`config.mk`:
```
export PLATFORM = sky130hd
export DESIGN_NAME = demux_1_to_8_router
export DESIGN_NICKNAME = d
export VERILOG_FILES = /design/src/rtl/demux_1_to_8_router_pkg.sv /design/src/rtl/demux_1_to_8_router_channel_slot.sv /design/src/rtl/demux_1_to_8_router.sv
export SDC_FILE = /design/constraint.sdc
export NUM_CORES = 1
export LEC_CHECK = 0
export CAP_MARGIN = 20
export CORE_ASPECT_RATIO = 1.75
export CORE_MARGIN = 8
export CORE_UTILIZATION = 30
export DETAILED_ROUTE_END_ITERATION = 12
export PLACE_DENSITY_LB_ADDON = 0.05
export SLEW_MARGIN = 40
export SYNTH_ARGS = -nofsm -noshare
export SYNTH_HDL_FRONTEND = slang
export SYNTH_SLANG_ARGS = --single-unit
```
`constraint.sdc`:
```
create_clock -name clk -period 3.2 [get_ports clk]
set_clock_uncertainty 0.1 [all_clocks]
set_input_delay 0.8 -clock clk [delete_from_list [all_inputs] [get_ports clk]]
set_output_delay 0.8 -clock clk [all_outputs]
set_load 0.01 [all_outputs]
```
`src/rtl/demux_1_to_8_router_pkg.sv`:
```
// Shared constants and helpers for the 1-to-8 word router.
package demux_1_to_8_router_pkg;

    localparam int DATA_W = 32;
    localparam int NUM_CH = 8;
    localparam int SEL_W  = 3;
    localparam int CNT_W  = 16;

    // Low bit index of channel ch inside the flattened out_data bus.
    function automatic int ch_lo(input int ch);
        return ch * DATA_W;
    endfunction

endpackage

```
`src/rtl/demux_1_to_8_router_channel_slot.sv`:
```
// One-entry output register for a single router channel with valid/ready handshake.
// The slot is free when empty or when its current word drains on this edge.
module demux_channel_slot
    import demux_1_to_8_router_pkg::*;
(
    input  logic              clk,
    input  logic              reset,
    input  logic              load_i,
    input  logic [DATA_W-1:0] data_i,
    input  logic              out_ready_i,
    output logic              valid_o,
    output logic [DATA_W-1:0] data_o,
    output logic              free_o
);

    logic              valid_q;
    logic              valid_d;
    logic [DATA_W-1:0] data_q;
    logic [DATA_W-1:0] data_d;

    // Next state: a load wins over a drain; data holds its last value after draining.
    always_comb begin
        valid_d = valid_q;
        data_d  = data_q;
        if (load_i) begin
            valid_d = 1'b1;
            data_d  = data_i;
        end else if (valid_q && out_ready_i) begin
            valid_d = 1'b0;
        end else begin
            valid_d = valid_q;
        end
    end

    // Slot state register with synchronous reset that drops any held word.
    always_ff @(posedge clk) begin
        if (reset) begin
            valid_q <= 1'b0;
            data_q  <= {DATA_W{1'b0}};
        end else begin
            valid_q <= valid_d;
            data_q  <= data_d;
        end
    end

    assign valid_o = valid_q;
    assign data_o  = data_q;
    assign free_o  = ~valid_q | out_ready_i;

endmodule

```
`src/rtl/demux_1_to_8_router.sv`:
```
// Routes one 32-bit producer stream to 8 registered consumer channels, unicast by
// destination select or broadcast to all, and counts accepted words.
module demux_1_to_8_router
    import demux_1_to_8_router_pkg::*;
(
    input  logic                     clk,
    input  logic                     reset,
    input  logic                     in_valid,
    output logic                     in_ready,
    input  logic [SEL_W-1:0]         in_sel,
    input  logic                     in_bcast,
    input  logic [DATA_W-1:0]        in_data,
    output logic [NUM_CH-1:0]        out_valid,
    input  logic [NUM_CH-1:0]        out_ready,
    output logic [NUM_CH*DATA_W-1:0] out_data,
    output logic [CNT_W-1:0]         accept_count
);

    logic [NUM_CH-1:0] free_s;
    logic [NUM_CH-1:0] target_s;
    logic [NUM_CH-1:0] load_s;
    logic              accept_s;
    logic [CNT_W-1:0]  count_q;
    logic [CNT_W-1:0]  count_d;

    // Destination decode, ready selection and per-slot load strobes.
    always_comb begin
        target_s = {NUM_CH{1'b0}};
        in_ready = 1'b0;
        if (in_bcast) begin
            target_s = {NUM_CH{1'b1}};
        end else begin
            target_s = NUM_CH'(1) << in_sel;
        end
        if (reset) begin
            in_ready = 1'b0;
        end else if (in_bcast) begin
            in_ready = &free_s;
        end else begin
            in_ready = free_s[in_sel];
        end
        accept_s = in_valid & in_ready;
        load_s   = target_s & {NUM_CH{accept_s}};
    end

    genvar g;
    generate
        for (g = 0; g < NUM_CH; g++) begin : g_slot
            demux_channel_slot u_slot (
                .clk         (clk),
                .reset       (reset),
                .load_i      (load_s[g]),
                .data_i      (in_data),
                .out_ready_i (out_ready[g]),
                .valid_o     (out_valid[g]),
                .data_o      (out_data[ch_lo(g) +: DATA_W]),
                .free_o      (free_s[g])
            );
        end
    endgenerate

    // Accepted-word counter next state; a broadcast counts once, wraps naturally.
    always_comb begin
        if (accept_s) begin
            count_d = count_q + CNT_W'(1);
        end else begin
            count_d = count_q;
        end
    end

    // Accepted-word counter register.
    always_ff @(posedge clk) begin
        if (reset) begin
            count_q <= {CNT_W{1'b0}};
        end else begin
            count_q <= count_d;
        end
    end

    assign accept_count = count_q;

endmodule

```
==> qor.yml, run 1 <==
routed-via-count: 9883
maxSlewViolCount: 0
maximum_number_of_pins_on_one_net_before_global_route_repair: 100
htree_num_levels: 1
numPortBuffers: 327
setup.reg_to_reg.worst_slack_ns: 0.83
routedWlPerCell_um: 21.9
grt_setup_unrepaired: "no"
critical_path.max_stage_delay_ns: 0.48
antenna_found_initial: 0
worst_ir_drop_on_vdd_mv: 0.460
numCtsBuffers: 29
timing.rr.end: "g_slot[3].u_slot.data_o[24]"
timing_worst_slew_pin_value_ns: 0.829
cts-root-to-sink-buffers: 3
synth_top_area_cell: "dfxtp_1"
grt_pass1_wl_um: 62600
seq_area_mm2: 0.00561
clock_tree.root_cell: "clkbuf_16"
postRouteAntennaNets: 0
place.detailed.instances: 1905
power_leakage_nw: 5.26
synthesis.instances: 1198
report.final.setup_viol: 0
synth.net_count: 1246
tritoncts_clock_tree: "yes"
kind_of_capture_point_of_the_worst_setup_path: "output port"
synth_most_common_cell: "dfxtp_1"
synthesis.area_mm2: 0.0104
async_flop_share: 0
fin_total_pwr_mw: 8.33
crit_type: "in2out"
clock_insertion_delay_worst_skew_ns: 0.56
multi_input_comb_area_mm2: 0.00422
net-switching-power_mw: 2.13
crit_path_start: "out_ready[3]"
crit_path_start_kind: "primary input"
cp_cell_sequence: "clkdlybuf4s50_1, nand2b_4, nand4_1, or3_4, nand3_4, buf_6"
crit_fanout: 2
cts.reportedPaths.clkPinSlew_ns: 0.06
drv_cap: 0
run_status: "finished, final reports clean"
dieHeight_um: 262
drt_via_density: 5.04
worstSetupEndpoint: "in_ready"
layout_setup_ws_ns: 0.0575
p_clk_frac: 0.427
synth.cells.most_frequent: "dfxtp_1, nand2_1, a21oi_1"
synth.yosys.seq_area_share: 0.540
floorplan.core_area_mm2: 0.0343
n_antenna_cell: 0
maxSlewHeadroom: 0.447
drc: 0
drt_pre_antenna_iters: 5
pwr-share-comb: 0.132
route.final.wire_length_um: 43000
post_cts_hold_buffer_count: 0
final_hold_viol_count: 0
fmax_ghz: 0.318
die-width_um: 157
synth.avg_cell_area_um2: 8.67
netlist-cell-type-count: 43
number_of_global_route_vias_before_repair: 9491
global_route.overflow_total: 0
final_min_period_over_clock_period: 0.982
synth_area_leaders: "dfxtp_1, a32oi_1, nand2_1"
sw_frac_of_total: 0.256
clock_sinks: 280
synth_seq_cells: 280
drive_above_1_share: 0.0960
fillCellCount: 3378
internal-power_mw: 6.20
fin_worst_hold_slack_ns: 0.352
fin_crit_ns: 3.14
initial_utilization: 0.302
critPathRequiredTime_ns: 2.30
worstRegToRegCells: 8
netlist.area_leader.share: 0.540
grt.total_usage: 0.200
power.density_mw_per_mm2: 541
core_rows: 90
place.detailed.hpwl_um: 29000
power.share.sequential: 0.442
place.gp.congestion: 0.773
area_growth_from_synthesis_to_layout_pct: 48.4
dominantRegCellSynth: "dfxtp_1"
r2r_start: "g_slot[3].u_slot.valid_o"
fin_cells: 1960
fp.dieArea_mm2: 0.0411
cell_type_of_the_slowest_stage_on_the_worst_timing_path: "clkdlybuf4s50_1"
synthesis.yosys.warnings: 0
layout.nets: 1525
io_pins: 328
drt_iter0_markers: 535
worstHoldPathType: "reg2reg"
cp.arrival_ns: 2.24
post-place-ws_ns: -0.498
synth-edff-count: 0
final_core_util: 0.449
final cells by class:
class | instances | share of cell area
Multi-Input combinational cell | 771 | 0.274
Clock inverter | 11 | 0.00885
Timing Repair Buffer | 389 | 0.258
Sequential cell | 280 | 0.364
Clock buffer | 43 | 0.0564
Tap cell | 460 | 0.0374
Inverter | 6 | 0.00146
sequential cells by signal (all words and copies together) (netlist names):
signal / cells
accept_count: 16
g_slot.u_slot.data_o: 256
g_slot.u_slot.valid_o: 8
worst min-delay path by stage:
stage                     cells past startpoint  slack [ns]                         from                          end
after floorplan                               2        0.38     g_slot[7].u_slot.valid_o     g_slot[7].u_slot.valid_o
after global placement                        2        0.34  g_slot[6].u_slot.data_o[30]  g_slot[6].u_slot.data_o[30]
after detailed placement                      2        0.35  g_slot[7].u_slot.data_o[24]  g_slot[7].u_slot.data_o[24]
after CTS                                     2        0.35  g_slot[6].u_slot.data_o[19]  g_slot[6].u_slot.data_o[19]
after global routing                          2        0.37   g_slot[5].u_slot.data_o[6]   g_slot[5].u_slot.data_o[6]
final                                         2        0.35  g_slot[6].u_slot.data_o[20]  g_slot[6].u_slot.data_o[20]
through the flow:
stage,setup TNS (ns),instance area [um2]
after floorplan,0,10400
after global routing,0,15400
final,0,15400
after detailed placement,-10.53,14400
after global placement,-9.29,14400
after CTS,0,15400
critical path, delay by kind of cell:
family	cells	cell delay (ns)
buf+inv	2	0.59
simple gates	4	0.85
power by group through the flow:
stage / Sequential, mW / Clock [mW] / Combinational (mW)
floorplan: 3.80 / 0 / 0.448
global placement: 3.75 / 0 / 1.10
detailed placement: 3.75 / 0 / 1.10
CTS: 3.68 / 3.66 / 1.11
global route: 3.69 / 3.78 / 1.18
finish: 3.68 / 3.55 / 1.10
cells in the final DEF, fill, tap and decap left out, types with 3 or more instances in the layout:
cell type,n
clkbuf_16,29
a32oi_1,128
o21ai_0,15
clkdlybuf4s50_1,323
dfxtp_1,280
clkinv_2,6
nor3_1,4
a21oi_4,4
a31o_2,3
buf_12,19
buf_4,44
nand2b_1,8
nor2_1,133
clkbuf_8,9
a21oi_1,146
a311o_2,4
nand2_1,263
bufinv_16,3
or3_1,10
and3_1,3
nand3_1,10
mux2_2,3
clkbuf_1,5
inv_1,6
routing by layer:
layer	global-route usage	wire length [um]	up-vias	share of wire
li1	-	-	4722	-
met1	0.226	16600	4784	0.39
met2	0.370	22600	340	0.53
met3	0.0463	3030	37	0.071
met4	0.0507	738	0	0.017
met5	0	0	-	0
cell families (layout without fill, tap and decap cells):
kind of cell | after synthesis | count (layout) | share of synthesized area
AOI/OAI and AO/OA | 320 | 320 | 0.217
buffers and inverters | 147 | 449 | 0.0647
and+or+nand+nor | 445 | 445 | 0.172
xor gates and xnor gates | 1 | 1 | 0.000844
muxes | 4 | 4 | 0.00422
DFF | 280 | 280 | 0.540
adders and majority gates | 1 | 1 | 0.00120
timing repair:
item                       in CTS  in global routing
gates resized for setup        10                  2
setup endpoints to repair       1                  1
buffers inserted                1                  0
pin swaps                       4                  3
Power figures use the tool's default switching activity.
==> inputs of run 2 (changes only) <==
ABC_AREA = 1   (was not set)
CELL_PAD_IN_SITES_DETAIL_PLACEMENT = 1   (was not set)
CELL_PAD_IN_SITES_GLOBAL_PLACEMENT = 1   (was not set)
==> qor.yml, run 2 <==
fp.dieArea_mm2: 0.0469
power.density_mw_per_mm2: 520
drt_iter0_markers: 412
synth.avg_cell_area_um2: 6.38
postRouteAntennaNets: 0
routedWlPerCell_um: 17.5
die-width_um: 167
fin_crit_ns: 3.12
design_area_mm2: 0.0166
final_min_period_over_clock_period: 0.975
synth.yosys.seq_area_share: 0.467
fillCellCount: 4998
async_flop_share: 0
n_antenna_cell: 0
synth.net_count: 1928
clock_sinks: 280
area_growth_from_synthesis_to_layout_pct: 38.3
htree_num_levels: 1
grt_pass1_wl_um: 70500
post_cts_hold_buffer_count: 0
worstRegToRegCells: 10
timing_worst_slew_pin_value_ns: 0.710
core_rows: 97
numPortBuffers: 327
post-place-ws_ns: -0.340
maxSlewViolCount: 0
worst_ir_drop_on_vdd_mv: 0.342
grt.total_usage: 0.193
setup.reg_to_reg.worst_slack_ns: 1.00
cp.arrival_ns: 2.22
drt_via_density: 4.40
power_leakage_nw: 8.18
netlist.area_leader.share: 0.467
antenna_found_initial: 0
placedInstanceArea_mm2: 0.0156
dominantRegCellSynth: "dfxtp_1"
report.final.setup_viol: 0
synth_most_common_cell: "nand2_1"
drv_cap: 0
drive_above_1_share: 0.0436
most-common-layout-cells: "nand2_1, nor2_1, clkdlybuf4s50_1"
critPathRequiredTime_ns: 2.30
routed-via-count: 11677
synth_top_area_cell: "dfxtp_1"
largest_register_ff_count: 256
maximum_number_of_pins_on_one_net_before_global_route_repair: 66
drc: 0
place.gp.congestion: 0.862
synth-edff-count: 0
layout_setup_ws_ns: 0.0789
global_route.overflow_total: 0
run_status: "finished, final reports clean"
layout.nets: 2185
floorplan.core_area_mm2: 0.0397
r2r_start: "g_slot[3].u_slot.valid_o"
clock_insertion_delay_worst_skew_ns: 0.55
layout.cells.most_common: "nand2_1"
crit_path_start_kind: "primary input"
numCtsBuffers: 29
worstHoldPathType: "reg2reg"
worstSetupEndpoint: "in_ready"
synthesis.yosys.warnings: 0
synth_area_leaders: "dfxtp_1, nand2_1, nor2_1"
synth.cells.most_frequent: "nand2_1, nor2_1, dfxtp_1"
timing.rr.end: "g_slot[7].u_slot.data_o[21]"
fmax_ghz: 0.320
netlist-cell-type-count: 23
synthesis.instances: 1880
route.final.wire_length_um: 46300
synthesis.area_mm2: 0.0120
tritoncts_clock_tree: "yes"
place.detailed.hpwl_um: 34200
crit_fanout: 3
number_of_global_route_vias_before_repair: 11918
initial_utilization: 0.302
kind_of_capture_point_of_the_worst_setup_path: "output port"
io_pins: 328
drt_pre_antenna_iters: 6
cts.reportedPaths.clkPinSlew_ns: 0.06
cts-root-to-sink-buffers: 3
synth_seq_cells: 280
dieHeight_um: 280
crit_type: "in2out"
grt_setup_unrepaired: "no"
final_hold_viol_count: 0
crit_path_start: "out_ready[3]"
clock_tree.root_cell: "clkbuf_16"
maxSlewHeadroom: 0.525
[run 2: cell types whose count changed in the layout (fill, tap and decap cells not counted), moves of 7 or more]
cell / previous run / this run
nand4_1: 2 / 20
buf_12: 19 / 11
or3_1: 10 / 0
nor2_1: 133 / 531
buf_4: 44 / 21
nand2b_1: 8 / 0
nand2_1: 263 / 559
inv_1: 6 / 275
a32oi_1: 128 / 0
a21oi_1: 146 / 24
o21ai_0: 15 / 8
xor2_1: 1 / 10
[run 2: how the worst min path moves through the flow]
stage	from	end	slack [ns]	cells after the start
3_5_place_dp	g_slot[5].u_slot.data_o[18]	g_slot[5].u_slot.data_o[18]	0.40	4
3_3_place_gp	accept_count[3]	accept_count[3]	0.39	2
2_1_floorplan	g_slot[5].u_slot.valid_o	g_slot[5].u_slot.valid_o	0.38	2
6_report	g_slot[6].u_slot.data_o[18]	g_slot[6].u_slot.data_o[18]	0.41	4
5_1_grt	g_slot[0].u_slot.data_o[24]	g_slot[0].u_slot.data_o[24]	0.45	4
4_1_cts	g_slot[5].u_slot.data_o[18]	g_slot[5].u_slot.data_o[18]	0.42	4
[run 2: critical path: stages]
cell,delay [ns]
clkdlybuf4s50_1,0.45
inv_1,0.04
nand2_1,0.16
nand2_1,0.08
nor2_1,0.10
nand2_1,0.09
a21oi_4,0.13
nand2_1,0.07
clkinv_1,0.08
clkdlybuf4s15_2,0.23
[run 2: repair_timing]
action | in CTS | in global routing
pin swaps | 0 | 1
gates resized for setup | 5 | 4
setup buffers | 0 | 0
hold endpoints to repair | 0 | 0
endpoints found under the setup margin | 1 | 1
[run 2: final cells by class]
type	instances	area (um2)	share of cell area
Clock buffer	44	892	0.0538
Clock inverter	6	55.1	0.00332
Inverter	282	1070	0.0643
Multi-Input combinational cell	1185	4690	0.283
Sequential cell	280	5610	0.338
Tap cell	495	619	0.0374
Timing Repair Buffer	359	3650	0.220
[run 2: power breakdown]
group / leakage, nW / internal [mW] / switching [mW]
combinational: 5.41 / 0.606 / 0.786
clock: 0.475 / 1.98 / 1.44
sequential: 2.29 / 3.69 / 0.113
total: 8.18 / 6.28 / 2.34
[run 2: routing by layer]
metal / track usage / wire length [um] / up-vias
li1: - / - / 5874
met1: 0.187 / 16600 / 5483
met2: 0.386 / 25400 / 253
met3: 0.0448 / 2720 / 67
met4: 0.0709 / 1670 / 0
met5: 0 / 0 / -
[run 2: kinds of logic after synthesis]
kind of cell / count (synthesis) / synth area share
AOI/OAI and AO/OA: 33 / 0.0147
xor gates and xnor gates: 13 / 0.00950
adders and majority gates: 1 / 0.00104
buffers and inverters: 415 / 0.142
DFF: 280 / 0.467
and+or+nand+nor: 1138 / 0.365
[run 2: stage by stage]
stage	total power, mW	setup TNS (ns)	utilization	hold slack, ns	instances
final	8.62	0	0.418	0.411	2651
after global routing	9.07	0	0.418	0.447	2651
after CTS	8.81	0	0.417	0.415	2651
after detailed placement	5.32	-1.18	0.394	0.402	2601
after global placement	5.27	-0.275	0.394	0.389	2601
after floorplan	4.55	0	-	0.378	1880
